**config.mk**
```make
export PLATFORM = sky130hd
export DESIGN_NAME = vga_framebuffer_reader
export DESIGN_NICKNAME = d
export VERILOG_FILES = /design/src/rtl/vga_framebuffer_reader_pkg.sv /design/src/rtl/vga_framebuffer_reader_fifo.sv /design/src/rtl/vga_framebuffer_reader.sv
export SDC_FILE = /design/constraint.sdc
export NUM_CORES = 1
export LEC_CHECK = 0
export ABC_AREA = 1
export CAP_MARGIN = 0
export CORE_MARGIN = 4
export CORE_UTILIZATION = 38
export CTS_CLUSTER_SIZE = 25
export DETAILED_ROUTE_END_ITERATION = 7
export PLACE_DENSITY = 0.64
export SLEW_MARGIN = 20
export SYNTH_ARGS = -nofsm -noshare
export SYNTH_HDL_FRONTEND = slang
export SYNTH_HIERARCHICAL = 1
export SYNTH_SLANG_ARGS = --single-unit
export TNS_END_PERCENT = 10
```
**constraint.sdc**
```tcl
create_clock -name clk -period 3.1 [get_ports clk]
set_input_delay 0.62 -clock clk [delete_from_list [all_inputs] [get_ports clk]]
set_output_delay 0.62 -clock clk [all_outputs]
set_load 0.02 [all_outputs]
```
**src/rtl/vga_framebuffer_reader_pkg.sv**
```systemverilog
// Shared SRAM bus types, frame reader FSM states and VGA frame geometry
// for the framebuffer scan-out path.
package vga_framebuffer_reader_pkg;

  localparam int SRAM_ADDR_BITS   = 20;
  localparam int SRAM_DATA_BITS   = 16;
  localparam int VGA_H_PIXELS     = 800;
  localparam int VGA_V_LINES      = 600;
  localparam int VGA_FRAME_PIXELS = VGA_H_PIXELS * VGA_V_LINES;

  typedef logic [SRAM_ADDR_BITS-1:0] SramAddress_t;
  typedef logic [SRAM_DATA_BITS-1:0] SramData_t;

  typedef struct packed {
    logic         oe_n;
    logic         we_n;
    logic         den;
    SramAddress_t address;
    SramData_t    dout;
  } SramRequest_t;

  typedef struct packed {
    SramData_t din;
  } SramResult_t;

  typedef enum logic [1:0] {IDLE, FETCH, DONE} FrameReaderState;

endpackage

```
**src/rtl/vga_framebuffer_reader_fifo.sv**
```systemverilog
// Synchronous prefetch FIFO for scan-out pixels; pointers carry one extra
// wrap bit so full/empty come from an MSB compare.
module pixel_fifo #(
  parameter int WIDTH = 9,
  parameter int DEPTH = 16
) (
  input  logic                    clk,
  input  logic                    rst,
  input  logic                    flush,
  input  logic                    push,
  input  logic                    pop,
  input  logic [WIDTH-1:0]        din,
  output logic [WIDTH-1:0]        dout,
  output logic                    full,
  output logic                    empty,
  output logic [$clog2(DEPTH):0]  count
);

  localparam int AW = $clog2(DEPTH);

  logic [WIDTH-1:0] mem [DEPTH];
  logic [AW:0]      wrPtr;
  logic [AW:0]      rdPtr;
  logic [WIDTH-1:0] lastPopped;
  logic             doPush;
  logic             doPop;

  assign empty  = (wrPtr == rdPtr);
  assign full   = (wrPtr[AW] != rdPtr[AW]) && (wrPtr[AW-1:0] == rdPtr[AW-1:0]);
  assign count  = wrPtr - rdPtr;
  assign doPush = push && !full;
  assign doPop  = pop && !empty;

  // An empty FIFO keeps presenting the last pixel handed out rather than stale RAM.
  assign dout = empty ? lastPopped : mem[rdPtr[AW-1:0]];

  always_ff @(posedge clk) begin
    if (doPush) begin
      mem[wrPtr[AW-1:0]] <= din;
    end
  end

  always_ff @(posedge clk) begin
    if (rst) begin
      wrPtr      <= '0;
      rdPtr      <= '0;
      lastPopped <= '0;
    end else if (flush) begin
      wrPtr <= '0;
      rdPtr <= '0;
    end else begin
      if (doPush) begin
        wrPtr <= wrPtr + 1'b1;
      end
      if (doPop) begin
        rdPtr      <= rdPtr + 1'b1;
        lastPopped <= mem[rdPtr[AW-1:0]];
      end
    end
  end

endmodule

```
**src/rtl/vga_framebuffer_reader.sv**
```systemverilog
// Framebuffer scan-out: fetches one frame from SRAM in raster order into a
// prefetch FIFO. Define FB_DOUBLE_BUFFER_EN to latch the base address per frame.
module vga_framebuffer_reader
  import vga_framebuffer_reader_pkg::*;
#(
  parameter int FRAME_PIXELS = VGA_FRAME_PIXELS,
  parameter int FIFO_DEPTH   = 16,
  parameter int PIXEL_BITS   = 9
) (
  input  logic                  clk,
  input  logic                  rst,
  input  logic                  frameStart,
  input  logic                  pixelRd,
  output logic [PIXEL_BITS-1:0] pixelData,
  output logic                  pixelValid,
  output logic                  underrun,
  output logic                  paintDone,
  input  SramAddress_t          vgaBaseAddress,
  input  logic                  ramGrant,
  output SramRequest_t          ramRequest,
  input  SramResult_t           ramResult
);

  localparam int CW = $clog2(FIFO_DEPTH) + 1;
  localparam SramAddress_t LAST_OFFSET = SramAddress_t'(FRAME_PIXELS - 1);

  FrameReaderState state;
  FrameReaderState stateNext;
  SramAddress_t    offset;
  SramAddress_t    base;
  logic            inFlight;
  logic            inFlightLast;
  logic [CW-1:0]   fifoCount;
  logic            fifoFull;
  logic            fifoEmpty;
  logic [CW:0]     credit;
  logic            canIssue;
  logic            issue;
  logic            lastIssue;
  logic            pushWord;
  logic            unusedBits;

`ifdef FB_DOUBLE_BUFFER_EN
  SramAddress_t baseReg;

  always_ff @(posedge clk) begin
    if (rst) begin
      baseReg <= '0;
    end else if (frameStart) begin
      baseReg <= vgaBaseAddress;
    end
  end

  assign base = baseReg;
`else
  assign base = vgaBaseAddress;
`endif

  // Occupancy plus the outstanding read must stay below depth so data never lands in a full FIFO.
  assign credit    = {1'b0, fifoCount} + {{CW{1'b0}}, inFlight};
  assign canIssue  = (state == FETCH) && !frameStart && (credit < (CW+1)'(FIFO_DEPTH));
  assign issue     = canIssue && ramGrant;
  assign lastIssue = issue && (offset == LAST_OFFSET);
  assign pushWord  = inFlight && !frameStart;
  assign unusedBits = ^{ramResult.din, fifoFull};

  always_ff @(posedge clk) begin
    if (rst) begin
      state <= IDLE;
    end else begin
      state <= stateNext;
    end
  end

  always_comb begin
    stateNext = state;
    if (frameStart) begin
      stateNext = FETCH;
    end else if (lastIssue) begin
      stateNext = DONE;
    end
  end

  always_ff @(posedge clk) begin
    if (rst || frameStart) begin
      offset       <= '0;
      inFlight     <= 1'b0;
      inFlightLast <= 1'b0;
    end else begin
      inFlight     <= issue;
      inFlightLast <= lastIssue;
      if (issue) begin
        offset <= offset + SramAddress_t'(1);
      end
    end
  end

  always_comb begin
    ramRequest      = '0;
    ramRequest.oe_n = !issue;
    ramRequest.we_n = 1'b1;
    if (state != IDLE) begin
      ramRequest.address = base + offset;
    end
    paintDone = inFlight && inFlightLast && !frameStart;
    underrun  = pixelRd && fifoEmpty;
  end

  assign pixelValid = !fifoEmpty;

  pixel_fifo #(
    .WIDTH (PIXEL_BITS),
    .DEPTH (FIFO_DEPTH)
  ) u_fifo (
    .clk   (clk),
    .rst   (rst),
    .flush (frameStart),
    .push  (pushWord),
    .pop   (pixelRd),
    .din   (ramResult.din[PIXEL_BITS-1:0]),
    .dout  (pixelData),
    .full  (fifoFull),
    .empty (fifoEmpty),
    .count (fifoCount)
  );

endmodule

```
==> flow_summary.json <==
{
  "maxCapViolations": 0,
  "numCtsBuffers": 17,
  "maxSlewHeadroom": 0.507,
  "firstDrtPassIters": 5,
  "final_cell_mix": "nand2_1, inv_1, edfxtp_1, nand3_1, nor2_1",
  "place_area_sq_mm": 0.0115,
  "drtIter0Drc": 501,
  "cts_num_sinks": 191,
  "port_buffers": 66,
  "nets": 1436,
  "finalCritPeriodShare": 1.01,
  "seqCellArea_sq_mm": 0.00527,
  "cts_root_buffer": "clkbuf_16",
  "ios": 92,
  "ys_warn_count": 6,
  "synth_area_sq_mm": 0.0101,
  "worst_slack_ps": -17.2,
  "antenna_found_initial": 0,
  "core-area_sq_mm": 0.0261,
  "powerDensity_mw_per_mm2": 425,
  "ir_worst_vdd_mv": 0.391,
  "cp_cell_sequence": "clkdlybuf4s50_1, ha_2, fa_2, nand3_1, nand3_2, nand2_1, nand3b_1, nand2_1, nand2_1, buf_4, nor2_1, nor2_1, buf_4",
  "rows": 59,
  "fmax_ghz": 0.321,
  "die-area_sq_mm": 0.0291,
  "final_area_sq_mm": 0.0123,
  "min_path_type": "flip-flop to flip-flop",
  "vias": 8227,
  "hold_ws_ps": 466,
  "die_x_um": 171,
  "totalWireLength_um": 24400,
  "crit_top_cell": "nand2_1",
  "syn_inst": 1240,
  "fill_cells": 2483,
  "endpoint_kind": "primary output",
  "status": "complete, but fails checks",
  "critPathKind": "input pin to primary output",
  "clk_pin_slew_ps": 70,
  "start_util": 0.386,
  "syn_area_per_cell_sq_um": 8.11,
  "insertion_delay_ps": 440,
  "grt_first_pass_wirelength_um": 39000,
  "cts_tree": "built",
  "grtUsageTotal": 0.169,
  "syn_to_final_growth_pct": 22.1,
  "die_y_um": 171,
  "ant_nets": 0,
  "violations": "setup timing",
  "mostFrequentLayoutCell": "nand2_1",
  "postCtsSetupBuffers": 0,
  "place_congestion": 0.863,
  "tightest_slew_ps": 737,
  "grt_pass1_vias": 7719,
  "crit_fanout": 3,
  "viasPerCell": 4.81,
  "crit_slowest_cell": "clkdlybuf4s50_1",
  "slew_violations": 0,
  "period_minus_slack_ps": 3120,
  "drive_above_1_share": 0.125,
  "hold_viol_final": 0,
  "cts-htree-levels": 4,
  "setup_viol": 2,
  "post-place-ws_ps": -537,
  "crit_required_ps": 2480,
  "grt_max_degree": 37,
  "dp_hpwl_um": 17100,
  "arrival_ps": 2500,
  "final_util": 0.471,
  "slowest_delay_ps": 410,
  "startpoint_type": "input pin",
  "drcViolationCount": 0,
  "multi_input_area_sq_mm": 0.00409,
  "overflow": 0,
  "leakagePower_nw": 5.54,
  "clock_skew_ps": 17.5,
  "rsz0062_at_grt": "yes",
  "wl_per_cell_um": 14.3,
  "ctsLongestPathBuffers": 2,
  "num_antenna_cells": 0
}
-- report_power, final --
group	total (W)	internal [W]	switching, W
registers	0.00275	0.00275	0.00000241
logic	0.000290	0.000112	0.000178
clock network	0.00218	0.00116	0.00102
-- worst paths after layout --
path	startpoint	endpoint	slack [ps]	cells past startpoint
worst min register to register	state[1]$_SDFFE_PP0P_	state[1]$_SDFFE_PP0P_	470	2
worst min-delay path	state[1]$_SDFFE_PP0P_	state[1]$_SDFFE_PP0P_	470	2
worst max-delay path	vgaBaseAddress[0]	ramRequest[28]	-20	13
worst max register to register	u_fifo/wrPtr[0]$_SDFFE_PP0P_	inFlightLast$_SDFF_PP0_	630	15
-- state kept, by name, indices dropped and copies added (netlist names), named ones only --
name               cells
inFlight               1
inFlightLast           1
offset                20
state                  2
u_fifo/lastPopped      9
u_fifo/mem           144
u_fifo/rdPtr           5
u_fifo/wrPtr           5
-- timing repair --
| item | CTS | global route |
|---|---|---|
| endpoints found under the setup margin | 29 | 26 |
| pin swaps | 1 | 3 |
| hold buffers | 0 | 0 |
| hold endpoints to repair | 0 | 0 |
| gates resized for setup | 68 | 55 |
-- final cells by class --
cell class	count	area share
clock buffers	19	0.0353
clock inverters	13	0.0134
inverters	179	0.0552
multi-input cells	835	0.333
flip-flops and latches	191	0.429
well taps	335	0.0342
repair buffers	140	0.0996
-- per-layer routing --
layer,global-route usage,part of all wire,routed length [um]
met5,0,0,0
met4,0.0503,0.019,469
met3,0.0284,0.049,1190
met2,0.289,0.49,11900
met1,0.221,0.44,10900
-- critical path: cells and delay by family --
kind                       cells  cell delay, ps
buffers and inverters          3             680
and+or+nand+nor                8             650
adders and majority gates      2             530
-- metrics by stage --
stage | setup TNS, ps | instances | total power [W]
after floorplan | 0 | 1256 | 0.00295
after global placement | -6320 | 1680 | 0.00309
after detailed placement | -6480 | 1680 | 0.00309
after CTS | -987 | 1712 | 0.00526
after global routing | -591 | 1712 | 0.00539
final | -30.1 | 1712 | 0.00522
Power figures use the tool's default switching activity.
==> RTL change 1 (same flow settings) <==
Encoding of `FrameReaderState`: now one-hot (3 bits for 3 states).
--- a/src/rtl/vga_framebuffer_reader_pkg.sv
+++ b/src/rtl/vga_framebuffer_reader_pkg.sv
@@ -23,7 +23,7 @@
     SramData_t din;
   } SramResult_t;
 
-  typedef enum logic [1:0] {IDLE, FETCH, DONE} FrameReaderState;
+  typedef enum logic [2:0] {IDLE = 3'b001, FETCH = 3'b010, DONE = 3'b100} FrameReaderState;
 
 endpackage
 
Function: no difference found for any inputs over 4 cycles, from zero or initial values and one cycle with rst high; so few cycles prove little.
==> RTL change 1 against the original RTL <==
The flow still finishes with violations (setup timing). Final area grew 2.0%. Area after synthesis up 2.1%. Non-clock buffer count up 13. Critical path depth did not move. Total power shrank 0.27%. Final cell count increased by 2.2%. Critical path type unchanged. Combinational power is 7.2% higher. Wire length rose by 5.1%. Synthesized cell count up 2.1%. Worst setup slack worse by 0.017 ns. Sequential cell count grew 1.
==> RTL change 1: results (changes against the original RTL) <==
[power_and_ir_drop]
peakVddDrop_uv=346  ; -11%
p_leak_nw=5.54  ; about the same

[outcome]
failed_checks=setup timing
run_status=finished, violations left

[cts]
clk_path_buf_depth=2  ; unchanged
cts_buffers=17  ; unchanged
clockRootBuffer=clkbuf_16
h-tree-depth=4  ; unchanged
insertion_delay_ns=0.43
clkTransAtPathRegs_ns=0.07  ; about the same

[timing]
setup_tns_ns=-0.0434  ; -0.0132 ns
layout_setup_ws_ns=-0.0344  ; -0.0172 ns
max_slew_margin_pct=49.0  ; -1.7 points
final-setup-viol-count=2  ; unchanged
fin_skew_ns=0.0176  ; +0.000122 ns

[worst_setup_path]
r2r_start=u_fifo/wrPtr[0]$_SDFFE_PP0P_
r2r_end=offset[8]$_SDFFE_PP0P_
r2r_slack_ns=0.63  ; about the same
crit_family=buffers and inverters
critPathMaxStageDelay_ns=0.42
cp_max_fo=3  ; unchanged
ff2ff_path_depth=14  ; -1
crit_slowest_cell=clkdlybuf4s50_1

[placement]
numPortBuffers=66  ; unchanged
gp_congestion=0.887  ; +2.8%
pre_cts_ws_ns=-0.541  ; -0.00407 ns
dpl.hpwl_um=17700  ; +3.4%

[yosys]
yosysWarnings=6  ; unchanged

[final_layout]
largest_register_ffs=144  ; unchanged
drive_gt1_share_pct=14.0  ; +1.5 points
diodes=0  ; unchanged
fin_nets=1474  ; +2.6%

[global_route]
grt_use_total_pct=17.4  ; +0.55 points
grt_pass1_wl_um=40700  ; +4.5%
antenna_found_initial=0  ; unchanged
grt_max_degree=42  ; +14%
grt_pass1_vias=8035  ; +4.1%

[min_path]
min_from=state[2]$_SDFFE_PP0P_
holdPathStages=2  ; unchanged
whs_endpoint=state[2]$_SDFFE_PP0P_
hp-class=register to register

[routing]
finalWirelength_um=25600  ; +5.1%
vias_per_cell=4.88  ; +1.6%
drt-initial-drc-count=612  ; +22%
dr.pass1.iters=7  ; +2

## RTL change 1: changes by cell type in the layout (fill, tap and decap cells not counted), sizes merged, moves of 3 or more
cell           change
buf               +13
dlymetal6s2s       -9
nand2             +18
a21oi              +3
dlygate4sd2        +5
clkdlybuf4s50      +3
clkbuf             -3
nand3              +4
xor2               +4
nor3               -4
## RTL change 1: what timing repair did
item                       in CTS  in global routing
setup endpoints to repair      30                 22
pin swaps                       3                  1
gates resized for setup        85                 35
hold buffers                    0                  0
setup buffers                   0                  0
## RTL change 1: per-stage QoR
| stage | instances | instance area, µm² | hold WS, ns |
|---|---|---|---|
| 2_1_floorplan | 1282 | 10300 | 0.446 |
| 3_3_place_gp | 1718 | 11800 | 0.463 |
| 3_5_place_dp | 1718 | 11800 | 0.473 |
| 4_1_cts | 1749 | 12400 | 0.483 |
| 5_1_grt | 1749 | 12500 | 0.511 |
| 6_report | 1749 | 12500 | 0.481 |
## RTL change 1: how the worst max path moves through the flow
stage / from / endpoint / cells after the start
finish: vgaBaseAddress[0] / ramRequest[28] / 13
global route: vgaBaseAddress[0] / ramRequest[30] / 13
CTS: vgaBaseAddress[0] / ramRequest[28] / 13
detailed placement: vgaBaseAddress[0] / ramRequest[30] / 12
global placement: vgaBaseAddress[0] / ramRequest[28] / 13
floorplan: vgaBaseAddress[0] / ramRequest[28] / 11
## RTL change 1: power by group
group	internal (mW)	switching, mW	leakage, nW
logic	0.122	0.189	3.58
clock network	1.13	1.00	0.278
registers	2.76	0.00173	1.68
## RTL change 1: final cells by class
class | count | area (µm²)
fill | 2493 | 13800
inverter | 178 | 668
timing repair buffer | 153 | 1310
tap | 335 | 419
multi-input combinational | 860 | 4260
clock inverter | 14 | 144
clock buffer | 17 | 425
sequential | 192 | 5290
## RTL change 1: routing by layer
layer / up-vias / track usage, % / wire length (µm)
met5: - / 0 / 0
met4: 0 / 6.05 / 530
met3: 39 / 2.15 / 991
met2: 228 / 29.8 / 12500
met1: 3969 / 22.9 / 11600
li1: 4300 / - / -
## RTL change 1: worst register-to-register path: cells and delay by family, from the launching register on
kind	cells	cell delay (ns)
AO/OA/AOI/OAI	2	0.24
XOR/XNOR	1	0.13
buffers and inverters	3	0.41
flip-flops	1	0.35
adder cells (fa/ha/maj)	2	0.54
AND/OR/NAND/NOR	6	0.69
==> RTL change 2 (config.mk and constraints unchanged) <==
Without the edit above. Build with the macro `FB_DOUBLE_BUFFER_EN` defined.
--- a/src/rtl/vga_framebuffer_reader.sv
+++ b/src/rtl/vga_framebuffer_reader.sv
@@ -1,5 +1,7 @@
 // Framebuffer scan-out: fetches one frame from SRAM in raster order into a
 // prefetch FIFO. Define FB_DOUBLE_BUFFER_EN to latch the base address per frame.
+`define FB_DOUBLE_BUFFER_EN
+
 module vga_framebuffer_reader
   import vga_framebuffer_reader_pkg::*;
 #(
Formal check against the unedited RTL: not equivalent (Yosys sat finds a counterexample within 4 cycles, from zero or initial values and one cycle with rst high).
==> RTL change 2 against the original RTL <==
Sequential cell count rose by 20. Area after synthesis rose by 8.1%. Final area rose by 6.4%. Final cell count rose by 7.4%. Sequential power rose by 11%. Wire length rose by 12%. Total power rose by 14%. Worst setup slack improved by 0.10 ns.
==> RTL change 2: results (changes against the original RTL) <==
[outcome]
run_status=finished clean

[routing]
drt-initial-drc-count=717  ; +43%
finalWirelength_um=27400  ; +12%
wl_met3_um=1210  ; +1.8%
wl_met2_um=13000  ; +9.7%
m1WireLength_um=12300  ; +13%

[final_layout]
inverters=187  ; +4.5%
num-multi-input-gates=909  ; +8.9%
multi_input_area_um2=4450  ; +8.8%
drive_gt1_share_pct=10.5  ; -1.9 points
seq_area_um2=5680  ; +7.8%
final-nonclk-buf-share_pct=7.87  ; -2.1 points
clockNetworkAreaShare_pct=5.52  ; +0.66 points
n_all_buffers=114  ; -19%
nClkBuffers=25  ; +6
fin_nets=1519  ; +5.8%

[power_and_ir_drop]
p_comb_share_pct=5.0  ; -0.6 points
report.power.total_mw=5.95  ; +14%
power_switching_mw=1.32  ; +9.6%
p_leak_nw=5.64  ; +1.7%
p_clk_share_pct=43.8  ; +2.0 points

[global_route]
grt_use_total_pct=17.2  ; +0.28 points
grt_pass1_vias=8317  ; +7.7%
global_route.usage.met1_pct=22.9  ; +0.86 points
grt_use_met3_pct=2.31  ; -0.53 points
grt_util_met2_pct=29.1  ; +0.20 points

[worst_setup_path]
cp.arrival_ns=2.40  ; -0.10 ns
crit_family=simple AND/OR/NAND/NOR gates
cp_max_fo=4  ; +1
crit_slowest_cell=fa_1

[cts]
clock_sinks=211  ; +10%
h-tree-depth=1  ; -3
clk_path_buf_depth=3  ; +1
insertion_delay_ns=0.53  ; +0.09 ns

[yosys]
yosysWarnings=6  ; unchanged

[placement]
dpl.hpwl_um=18500  ; +8.0%
gp_congestion=0.878  ; +1.8%

[timing]
fin_skew_ns=0.0220  ; +0.00450 ns
max_slew_margin_pct=53.0  ; +2.3 points

-- RTL change 2: cell count changes in the layout (fill, tap and decap cells not counted), sizes merged, moves of 5 or more --
cell | before | now
nor2 | 95 | 135
clkbuf | 22 | 27
clkdlybuf4s15 | 1 | 9
buf | 86 | 53
dfxtp | 47 | 67
dlygate4sd2 | 4 | 11
o21ai | 26 | 45
clkinv | 7 | 12
dlymetal6s2s | 14 | 1
nand2 | 425 | 438
clkdlybuf4s50 | 32 | 38
-- RTL change 2: stage by stage --
stage / utilization, % / hold WS [ns] / setup WS (ns) / area [µm²] / instances
floorplan: - / 0.447 / 0.627 / 10900 / 1366
global placement: 43.2 / 0.465 / 0.0832 / 12100 / 1794
detailed placement: 43.2 / 0.471 / 0.0879 / 12100 / 1794
CTS: 45.8 / 0.481 / -0.191 / 12800 / 1833
global route: 46.6 / 0.482 / -0.0864 / 13100 / 1838
finish: 46.6 / 0.464 / 0.0847 / 13100 / 1838
-- RTL change 2: path summary, 6_finish.rpt --
check	end	slack [ns]	cells past startpoint	from
setup reg to reg	offset[9]$_SDFFE_PP0P_	0.39	16	u_fifo/wrPtr[0]$_SDFFE_PP0P_
hold / removal	offset[0]$_SDFFE_PP0P_	0.46	1	offset[0]$_SDFFE_PP0P_
setup / recovery	ramRequest[38]	0.08	12	u_fifo/wrPtr[0]$_SDFFE_PP0P_
hold reg to reg	offset[0]$_SDFFE_PP0P_	0.46	1	offset[0]$_SDFFE_PP0P_
-- RTL change 2: what timing repair did --
action	4_1_cts	5_1_grt
setup endpoints to repair	27	23
hold buffers	0	0
pin swaps	0	7
buffers inserted	0	5
gates resized for setup	54	54
